[src/rtl/alu_op_issuer.sv]
// ----------------------------------------------------------------------------
// alu_op_issuer
//
// Requester-side front end for the 32-bit combinational ALU. One operation is
// accepted at a time over a valid/ready handshake. Its operands and opcode are
// registered onto the ALU inputs. After LAT cycles the ALU result and flags are
// captured and held on a valid/ready response port until the consumer takes
// them.
//
// Parameters:
//   LAT         cycles from request accept to result sample, 1..15
//
// Ports:
//   clk         rising-edge clock
//   reset       synchronous active-high reset
//   req_valid   request present
//   req_ready   issuer can accept (IDLE only, low while in reset)
//   req_op      6-bit ALU opcode
//   req_a/b     32-bit operands
//   alu_a/b     registered operands driven to the ALU
//   alu_op      registered opcode, zero-extended to 32 bits
//   alu_result  ALU result
//   alu_z/n/c/v ALU flags
//   rsp_valid   response present
//   rsp_ready   consumer takes the response
//   rsp_result  captured result
//   rsp_flags   captured flags {Z,N,C,V}
//   rsp_err     illegal opcode indication
//   busy        high in any state other than IDLE
//
// Optional feature macro: ALU_ISSUE_OPCHK_EN
//   Defined:   opcodes above 0x0B are accepted without touching the ALU
//              registers and answered one cycle later with rsp_err=1 and
//              zero result/flags.
//   Undefined: every opcode is forwarded unchanged, rsp_err is constant 0.
// ----------------------------------------------------------------------------
module alu_op_issuer #(
    parameter int LAT = 1
) (
    input  logic        clk,
    input  logic        reset,
    input  logic        req_valid,
    output logic        req_ready,
    input  logic [5:0]  req_op,
    input  logic [31:0] req_a,
    input  logic [31:0] req_b,
    output logic [31:0] alu_a,
    output logic [31:0] alu_b,
    output logic [31:0] alu_op,
    input  logic [31:0] alu_result,
    input  logic        alu_z,
    input  logic        alu_n,
    input  logic        alu_c,
    input  logic        alu_v,
    output logic        rsp_valid,
    input  logic        rsp_ready,
    output logic [31:0] rsp_result,
    output logic [3:0]  rsp_flags,
    output logic        rsp_err,
    output logic        busy
);

    generate
        if (LAT < 1 || LAT > 15) begin : g_lat_check
            $error("alu_op_issuer: LAT must be in 1..15");
        end
    endgenerate

    localparam logic [3:0] CNT_INIT = 4'(LAT - 1);

    typedef enum logic [1:0] {
        ST_IDLE = 2'd0,
        ST_EXEC = 2'd1,
        ST_RESP = 2'd2
    } state_t;

    state_t      state_q, state_d;
    // req_ready is registered separately from the state so that it reads 0
    // while reset is held, without any path from the reset input to it.
    logic        rdy_q, rdy_d;
    logic [3:0]  cnt_q, cnt_d;
    logic [31:0] a_q, a_d;
    logic [31:0] b_q, b_d;
    logic [5:0]  op_q, op_d;
    logic [31:0] res_q, res_d;
    logic [3:0]  flags_q, flags_d;

`ifdef ALU_ISSUE_OPCHK_EN
    // bad_q marks an accepted illegal opcode: the EXEC visit that follows
    // answers with an error instead of waiting for the ALU.
    logic        bad_q, bad_d;
    logic        err_q, err_d;
    logic        bad_op;
    assign bad_op = (req_op > 6'h0B);
`endif

    always_ff @(posedge clk) begin
        if (reset) begin
            state_q <= ST_IDLE;
            rdy_q   <= 1'b0;
            cnt_q   <= 4'd0;
            a_q     <= 32'd0;
            b_q     <= 32'd0;
            op_q    <= 6'd0;
            res_q   <= 32'd0;
            flags_q <= 4'd0;
`ifdef ALU_ISSUE_OPCHK_EN
            bad_q   <= 1'b0;
            err_q   <= 1'b0;
`endif
        end else begin
            state_q <= state_d;
            rdy_q   <= rdy_d;
            cnt_q   <= cnt_d;
            a_q     <= a_d;
            b_q     <= b_d;
            op_q    <= op_d;
            res_q   <= res_d;
            flags_q <= flags_d;
`ifdef ALU_ISSUE_OPCHK_EN
            bad_q   <= bad_d;
            err_q   <= err_d;
`endif
        end
    end

    always_comb begin
        state_d = state_q;
        cnt_d   = cnt_q;
        a_d     = a_q;
        b_d     = b_q;
        op_d    = op_q;
        res_d   = res_q;
        flags_d = flags_q;
`ifdef ALU_ISSUE_OPCHK_EN
        bad_d   = bad_q;
        err_d   = err_q;
`endif

        case (state_q)
            ST_IDLE: begin
                if (rdy_q && req_valid) begin
                    state_d = ST_EXEC;
                    cnt_d   = CNT_INIT;
`ifdef ALU_ISSUE_OPCHK_EN
                    bad_d   = bad_op;
                    if (!bad_op) begin
                        a_d  = req_a;
                        b_d  = req_b;
                        op_d = req_op;
                    end
`else
                    a_d  = req_a;
                    b_d  = req_b;
                    op_d = req_op;
`endif
                end
            end

            ST_EXEC: begin
`ifdef ALU_ISSUE_OPCHK_EN
                if (bad_q) begin
                    res_d   = 32'd0;
                    flags_d = 4'd0;
                    err_d   = 1'b1;
                    bad_d   = 1'b0;
                    state_d = ST_RESP;
                end else if (cnt_q == 4'd0) begin
                    res_d   = alu_result;
                    flags_d = {alu_z, alu_n, alu_c, alu_v};
                    err_d   = 1'b0;
                    state_d = ST_RESP;
                end else begin
                    cnt_d = cnt_q - 4'd1;
                end
`else
                if (cnt_q == 4'd0) begin
                    res_d   = alu_result;
                    flags_d = {alu_z, alu_n, alu_c, alu_v};
                    state_d = ST_RESP;
                end else begin
                    cnt_d = cnt_q - 4'd1;
                end
`endif
            end

            ST_RESP: begin
                if (rsp_ready) begin
                    state_d = ST_IDLE;
                end
            end

            default: begin
                state_d = ST_IDLE;
            end
        endcase
    end

    assign rdy_d = (state_d == ST_IDLE);

    assign req_ready  = rdy_q;
    assign busy       = (state_q != ST_IDLE);
    assign rsp_valid  = (state_q == ST_RESP);
    assign alu_a      = a_q;
    assign alu_b      = b_q;
    assign alu_op     = {26'd0, op_q};
    assign rsp_result = res_q;
    assign rsp_flags  = flags_q;
`ifdef ALU_ISSUE_OPCHK_EN
    assign rsp_err    = err_q;
`else
    assign rsp_err    = 1'b0;
`endif

endmodule

[config.mk]
export PLATFORM = sky130hd
export DESIGN_NAME = alu_op_issuer
export DESIGN_NICKNAME = d
export VERILOG_FILES = /design/src/rtl/alu_op_issuer.sv
export SDC_FILE = /design/constraint.sdc
export NUM_CORES = 1
export LEC_CHECK = 0
export CORE_MARGIN = 2
export CORE_UTILIZATION = 35
export DETAILED_ROUTE_END_ITERATION = 10
export PLACE_DENSITY = 0.82
export SLEW_MARGIN = 20
export SYNTH_ARGS = -nofsm -noshare
export SYNTH_HDL_FRONTEND = slang
export SYNTH_SLANG_ARGS = --single-unit
[constraint.sdc]
create_clock -name clk -period 4.2 [get_ports clk]
set_clock_uncertainty 0.2 [all_clocks]
set_input_delay 0.63 -clock clk [delete_from_list [all_inputs] [get_ports clk]]
set_output_delay 0.63 -clock clk [all_outputs]
set_load 0.1 [all_outputs]
==> results of run 1 <==
logic make-up after synthesis:
family,after synthesis,share of synthesized area (%)
AOI/OAI and AO/OA,80,8.99
other,1,0.0814
DFF,113,49.1
and+or+nand+nor,231,24.2
muxes,36,7.83
buffers and inverters,66,9.48
adders and majority gates,1,0.272
sequential cells by signal (all words and copies together), names as in the netlist:
| register | cells |
|---|---|
| rsp_flags | 4 |
| alu_b | 32 |
| cnt_q | 4 |
| state_q | 2 |
| rsp_result | 32 |
| alu_a | 32 |
| req_ready | 1 |
| op_q | 6 |
final cells by class:
cell class,instances,area [um2],share of cell area [%]
clock buffer,27,503,6.88
clock inverter,5,75.1,1.03
inverter,3,11.3,0.154
multi-input combinational,375,2020,27.6
sequential,113,2260,30.9
tap,172,215,2.94
timing repair buffer,224,2220,30.4
layout by cell type (no fill, tap or decap), types with 2 or more instances in the layout:
| master | instances |
|---|---|
| sky130_fd_sc_hd__mux2i_1 | 36 |
| sky130_fd_sc_hd__clkbuf_16 | 17 |
| sky130_fd_sc_hd__conb_1 | 27 |
| sky130_fd_sc_hd__clkdlybuf4s50_1 | 217 |
| sky130_fd_sc_hd__clkinv_2 | 3 |
| sky130_fd_sc_hd__bufinv_16 | 2 |
| sky130_fd_sc_hd__buf_4 | 7 |
| sky130_fd_sc_hd__nor2b_1 | 3 |
| sky130_fd_sc_hd__clkbuf_8 | 4 |
| sky130_fd_sc_hd__inv_1 | 3 |
| sky130_fd_sc_hd__nand2b_1 | 73 |
| sky130_fd_sc_hd__dfxtp_1 | 113 |
| sky130_fd_sc_hd__nand2_1 | 142 |
| sky130_fd_sc_hd__or3_1 | 2 |
| sky130_fd_sc_hd__nor3_1 | 2 |
| sky130_fd_sc_hd__o211ai_1 | 3 |
| sky130_fd_sc_hd__a21oi_1 | 74 |
| sky130_fd_sc_hd__clkbuf_1 | 6 |
final timing paths:
kind	startpoint	endpoint	slack (ns)	cells past startpoint
setup / recovery	state_q[1]	rsp_valid	1.25	2
hold / removal	alu_b[30]	alu_b[30]	0.25	2
setup reg to reg	cnt_q[0]	rsp_result[2]	2.05	5
hold reg to reg	alu_b[30]	alu_b[30]	0.25	2
stage by stage:
step	hold slack [ns]	setup slack [ns]	instance area [um2]	power [mW]	utilization, %
after floorplan	0.305	1.65	4700	1.80	-
after global placement	0.240	1.60	6730	2.01	52.9
after detailed placement	0.246	1.54	6730	2.01	52.9
after CTS	0.252	1.22	7310	3.41	57.5
after global routing	0.267	1.14	7310	3.51	57.5
final	0.249	1.25	7310	3.37	57.5
power breakdown:
group          internal (mW)  total [mW]  leakage (nW)  switching [mW]
clock network          0.932        1.38         0.285           0.451
logic                  0.227       0.835          1.43           0.608
registers               1.13        1.15         0.919          0.0276
tightest hold or removal path: cells and delay by family (launching register included):
family	cells	cell delay, ns
AO/OA/AOI/OAI	1	0.05
flip-flops	1	0.30
AND/OR/NAND/NOR	1	0.05
per-layer routing:
layer	up-vias	routed length, um	share of wire [%]	track usage (%)
met5	-	0	0	0
li1	2069	-	-	-
met2	172	5620	46	27.0
met4	0	189	1.5	5.51
met3	15	1210	9.8	8.49
met1	1891	5310	43	21.2
==> impl_metrics.env, run 1 <==
export IMPL_io_buffers=218
export IMPL_finalHoldViolCount=0
export IMPL_n_fill_cell=1141
export IMPL_worst_slew_pin_slew_ns=1.02
export IMPL_cts_buffers_inserted=17
export IMPL_grt_use_total_pct=17.4
export IMPL_initial_core_util_pct=36.2
export IMPL_crit_slowest_cell="sky130_fd_sc_hd__clkdlybuf4s50_1"
export IMPL_slew_limit_headroom_pct=31.6
export IMPL_critPathBufInv=1
export IMPL_clk_path_buf_depth=2
export IMPL_leakage_nw=2.64
export IMPL_synth_edf_count=0
export IMPL_ioPinCount=246
export IMPL_placementRows=41
export IMPL_ys_types=28
export IMPL_fin_cells=919
export IMPL_worst_skew_pair_late_latency_ns=0.40
export IMPL_min_period_over_period_pct=70.3
export IMPL_critical_path_endpoint_type="output port"
export IMPL_chipHeight_um=119
export IMPL_cts_max_level=4
export IMPL_yosysWarnings=0
export IMPL_synth_top_cells_by_area="sky130_fd_sc_hd__dfxtp_1 (49%), sky130_fd_sc_hd__nand2_1 (12%), sky130_fd_sc_hd__nand2b_1 (9.9%)"
export IMPL_floorplan_core_area_um2=12700
export IMPL_n_antenna_cell=0
export IMPL_cp_max_fo=7
export IMPL_post_synth_top_count_cell="sky130_fd_sc_hd__nand2_1"
export IMPL_postSynthCellCount=528
export IMPL_final_min_clock_period_ns=2.95
export IMPL_final_setup_tns_ns=0
export IMPL_drtIter0Drc=201
export IMPL_post_synth_instance_area_um2=4600
export IMPL_rsz0062_at_grt="no"
export IMPL_worst_ep_arrival_time_ns=2.12
export IMPL_placedCellCount=887
export IMPL_yosys_register_bits=113
export IMPL_critPathRequiredTime_ns=3.37
export IMPL_maxCapViolations=0
export IMPL_grt_start_max_net_pins=112
export IMPL_clkSinkCount=113
export IMPL_holdBufCountCts=0
export IMPL_num_nets_final=845
export IMPL_grt_pass1_wl_um=19500
export IMPL_post_route_drc_count=0
export IMPL_synthesis_area_per_instance_um2=8.72
export IMPL_power_per_cell_area_nw_per_um2=461
export IMPL_synth_top_cell_area_share_pct=49.1
export IMPL_setup_viol=0
export IMPL_route_detailed_vias_per_inst=4.51
export IMPL_cts_repair_timing_setup_buffer_count=0
export IMPL_cts_tree="done"
export IMPL_grt_pass1_vias=3914
export IMPL_number_of_antenna_violations_at_the_first_check_in_global_routing=0
export IMPL_clock_tree_root_cell="sky130_fd_sc_hd__clkbuf_16"
export IMPL_ant_nets=0
export IMPL_report_final_slew_viol_count=0
export IMPL_cpLargestDelayFamily="buffers and inverters"
export IMPL_worst_hold_path_type="register to register"
export IMPL_sequential_area_share_after_synthesis_pct=49.1
export IMPL_peakVddDrop_mv=0.359
export IMPL_full_die_area_um2=14100
export IMPL_synth_cells_most_frequent="sky130_fd_sc_hd__nand2_1 (142), sky130_fd_sc_hd__dfxtp_1 (113), sky130_fd_sc_hd__a21oi_1 (74)"
export IMPL_timing_fmax_mhz=338
export IMPL_die_w_um=119
export IMPL_cts_repair_resized=0
export IMPL_routed_wirelength_um=12300
export IMPL_synthDominantAreaCellType="sky130_fd_sc_hd__dfxtp_1"
export IMPL_ys_flop_type="sky130_fd_sc_hd__dfxtp_1"
export IMPL_final_layout_size_suffix_gt1_share_pct=5.09
export IMPL_worst_setup_path_type="register to output port"
export IMPL_critPathMaxStageDelay_ns=1.14
export IMPL_detail_route_wl_per_cell_um=13.4
export IMPL_globalplace_congestion=0.808
export IMPL_crit_path_cell_trace="nor2b_1 > clkdlybuf4s50_1"
export IMPL_asyncSetResetFlopFracSynth_pct=0
export IMPL_clk_pin_slew_ns=0.05
export IMPL_dr_total_vias=4147
export IMPL_run_status="finished, final reports clean"
export IMPL_hpwl_after_dpl_um=8620
export IMPL_worstSetupStartpointType="register"
export IMPL_globalRoute_totalOverflow=0
export IMPL_syn_to_final_growth_pct=58.8
export IMPL_detailedRoute_firstPassIterationCount=4
(Power assumes the default switching activity.)
==> run 2: changes to the inputs <==
==> constraint.sdc (replaced) <==
create_clock -name clk -period 3 [get_ports clk]
set_clock_uncertainty 0.2 [all_clocks]
set_input_delay 0.45 -clock clk [delete_from_list [all_inputs] [get_ports clk]]
set_output_delay 0.45 -clock clk [all_outputs]
set_load 0.1 [all_outputs]
==> run 2 against run 1 <==
Net effect: cell count down 0.11%; critical endpoint is now rsp_result[30]; wire length down 3.7%; design area down 2.8%; sequential power up 40%.
==> impl_metrics.env, run 2 (synthesis results as in run 1) <==
export IMPL_run_status="finished, final reports clean"
export IMPL_worst_slew_pin_slew_ns=0.756
export IMPL_seq_power_share_pct=32.8
export IMPL_placementRows=41
export IMPL_full_die_area_um2=14100
export IMPL_grt_use_total_pct=16.6
export IMPL_rsz0062_at_grt="no"
export IMPL_leakage_nw=2.86
export IMPL_report_final_slew_viol_count=0
export IMPL_drtIter0Drc=239
export IMPL_chipHeight_um=119
export IMPL_worst_skew_pair_late_latency_ns=0.41
export IMPL_ioPinCount=246
export IMPL_clk_path_buf_depth=2
export IMPL_cts_tree="done"
export IMPL_timing_fmax_mhz=468
export IMPL_clock_tree_root_cell="sky130_fd_sc_hd__clkbuf_16"
export IMPL_ant_nets=0
export IMPL_clk_pin_slew_ns=0.05
export IMPL_syn_to_final_growth_pct=54.3
export IMPL_grt_start_max_net_pins=96
export IMPL_cts_max_level=4
export IMPL_setup_worst_path_start="cnt_q[0]"
export IMPL_clkPwrFrac_pct=44.0
export IMPL_critical_path_endpoint_type="register"
export IMPL_number_of_antenna_violations_at_the_first_check_in_global_routing=0
export IMPL_worstSetupStartpointType="register"
export IMPL_critPathRequiredTime_ns=3.13
export IMPL_fin_cells=918
export IMPL_most_common_layout_cells="sky130_fd_sc_hd__nand2_1 (142), sky130_fd_sc_hd__buf_4 (114), sky130_fd_sc_hd__dfxtp_1 (113), sky130_fd_sc_hd__clkdlybuf4s50_1 (108), sky130_fd_sc_hd__a21oi_1 (74)"
export IMPL_min_period_over_period_pct=71.3
export IMPL_n_antenna_cell=0
export IMPL_routed_wirelength_um=11900
export IMPL_post_route_drc_count=0
export IMPL_detail_route_wl_per_cell_um=12.9
export IMPL_final_setup_tns_ns=0
export IMPL_utilization_after_layout_pct=55.9
export IMPL_final_layout_size_suffix_gt1_share_pct=20.4
export IMPL_num_nets_final=844
export IMPL_worst_setup_path_type="register to register"
export IMPL_dr_total_vias=4041
export IMPL_globalRoute_totalOverflow=0
export IMPL_grt_pass1_vias=3701
export IMPL_rr_worst_depth=5
export IMPL_detailedRoute_firstPassIterationCount=4
export IMPL_r2r_start="cnt_q[0]"
export IMPL_peakVddDrop_mv=0.375
export IMPL_slew_limit_headroom_pct=49.6
export IMPL_timing_hold_worst_path_depth=2
export IMPL_power_switching_mw=1.59
export IMPL_cts_buffers_inserted=17
export IMPL_commonest_non_fill_non_tap_cell_in_the_layout="sky130_fd_sc_hd__nand2_1"
export IMPL_timing_hold_worst_start="alu_a[17]"
export IMPL_globalplace_congestion=0.815
export IMPL_worst_hold_path_type="register to register"
export IMPL_cp_max_fo=36
export IMPL_power_per_cell_area_nw_per_um2=692
export IMPL_share_comb_of_total_power_pct=23.3
export IMPL_setup_viol=0
export IMPL_route_detailed_vias_per_inst=4.40
export IMPL_internal_power_mw=3.33
export IMPL_hpwl_after_dpl_um=8390
export IMPL_cts_repair_resized=0
export IMPL_maxCapViolations=0
export IMPL_die_w_um=119
export IMPL_grt_pass1_wl_um=18700
export IMPL_finalHoldViolCount=0
export IMPL_holdBufCountCts=0
export IMPL_final_min_clock_period_ns=2.14
export IMPL_initial_core_util_pct=36.2
export IMPL_clkSinkCount=113
export IMPL_floorplan_core_area_um2=12700
export IMPL_io_buffers=218
export IMPL_placedCellCount=886
export IMPL_worst_ep_arrival_time_ns=2.27
export IMPL_p_sw_share_pct=32.2
export IMPL_cts_repair_timing_setup_buffer_count=0
run 2: changes by cell type in the layout (fill, tap and decap cells not counted):
cell / delta
sky130_fd_sc_hd__clkbuf_1: -6
sky130_fd_sc_hd__clkinv_2: +1
sky130_fd_sc_hd__clkbuf_8: -4
sky130_fd_sc_hd__clkinv_4: +1
sky130_fd_sc_hd__bufinv_16: +3
sky130_fd_sc_hd__buf_12: +1
sky130_fd_sc_hd__clkinvlp_4: +5
sky130_fd_sc_hd__buf_4: +107
sky130_fd_sc_hd__clkdlybuf4s50_1: -109
run 2: per-stage QoR:
step	worst slack [ns]	power [mW]	hold slack (ns)	cell area, um2
2_1_floorplan	0.628	2.53	0.305	4700
3_3_place_gp	0.634	2.78	0.241	6460
3_5_place_dp	0.617	2.79	0.247	6460
4_1_cts	0.815	4.98	0.255	7110
5_1_grt	0.670	5.10	0.269	7110
6_report	0.862	4.92	0.253	7110
run 2: cell type report:
| cell class | count | area (um2) |
|---|---|---|
| fill | 1184 | 5620 |
| sequential | 113 | 2260 |
| multi-input combinational | 375 | 2020 |
| timing repair buffer | 223 | 1960 |
| clock buffer | 17 | 425 |
| clock inverter | 15 | 216 |
| tap | 172 | 215 |
| inverter | 3 | 11.3 |
run 2: critical path: stages (launching register included):
cell	delay, ns
sky130_fd_sc_hd__dfxtp_1	0.34
sky130_fd_sc_hd__inv_1	0.07
sky130_fd_sc_hd__ha_1	0.21
sky130_fd_sc_hd__nor3b_4	0.34
sky130_fd_sc_hd__and2_4	0.62
sky130_fd_sc_hd__mux2i_1	0.26
run 2: power groups by stage:
stage	combinational (mW)	clock, mW	sequential, mW
6_report	1.14	2.16	1.61
5_1_grt	1.19	2.29	1.62
4_1_cts	1.15	2.22	1.61
3_5_place_dp	1.15	0	1.64
3_3_place_gp	1.14	0	1.64
2_1_floorplan	0.385	0	2.14
run 2: path summary, 6_finish.rpt:
| path | end | slack, ns |
|---|---|---|
| setup / recovery | rsp_result[30] | 0.86 |
| hold / removal | alu_a[17] | 0.25 |
| setup reg to reg | rsp_result[30] | 0.86 |
| hold reg to reg | alu_a[17] | 0.25 |
run 2: per-layer routing:
metal	vias to the layer above	global-route usage, %	wire length [um]
met5	-	0	0
met4	0	7.29	253
met3	21	6.56	1020
met2	172	25.5	5420
met1	1788	20.6	5200
li1	2060	-	-
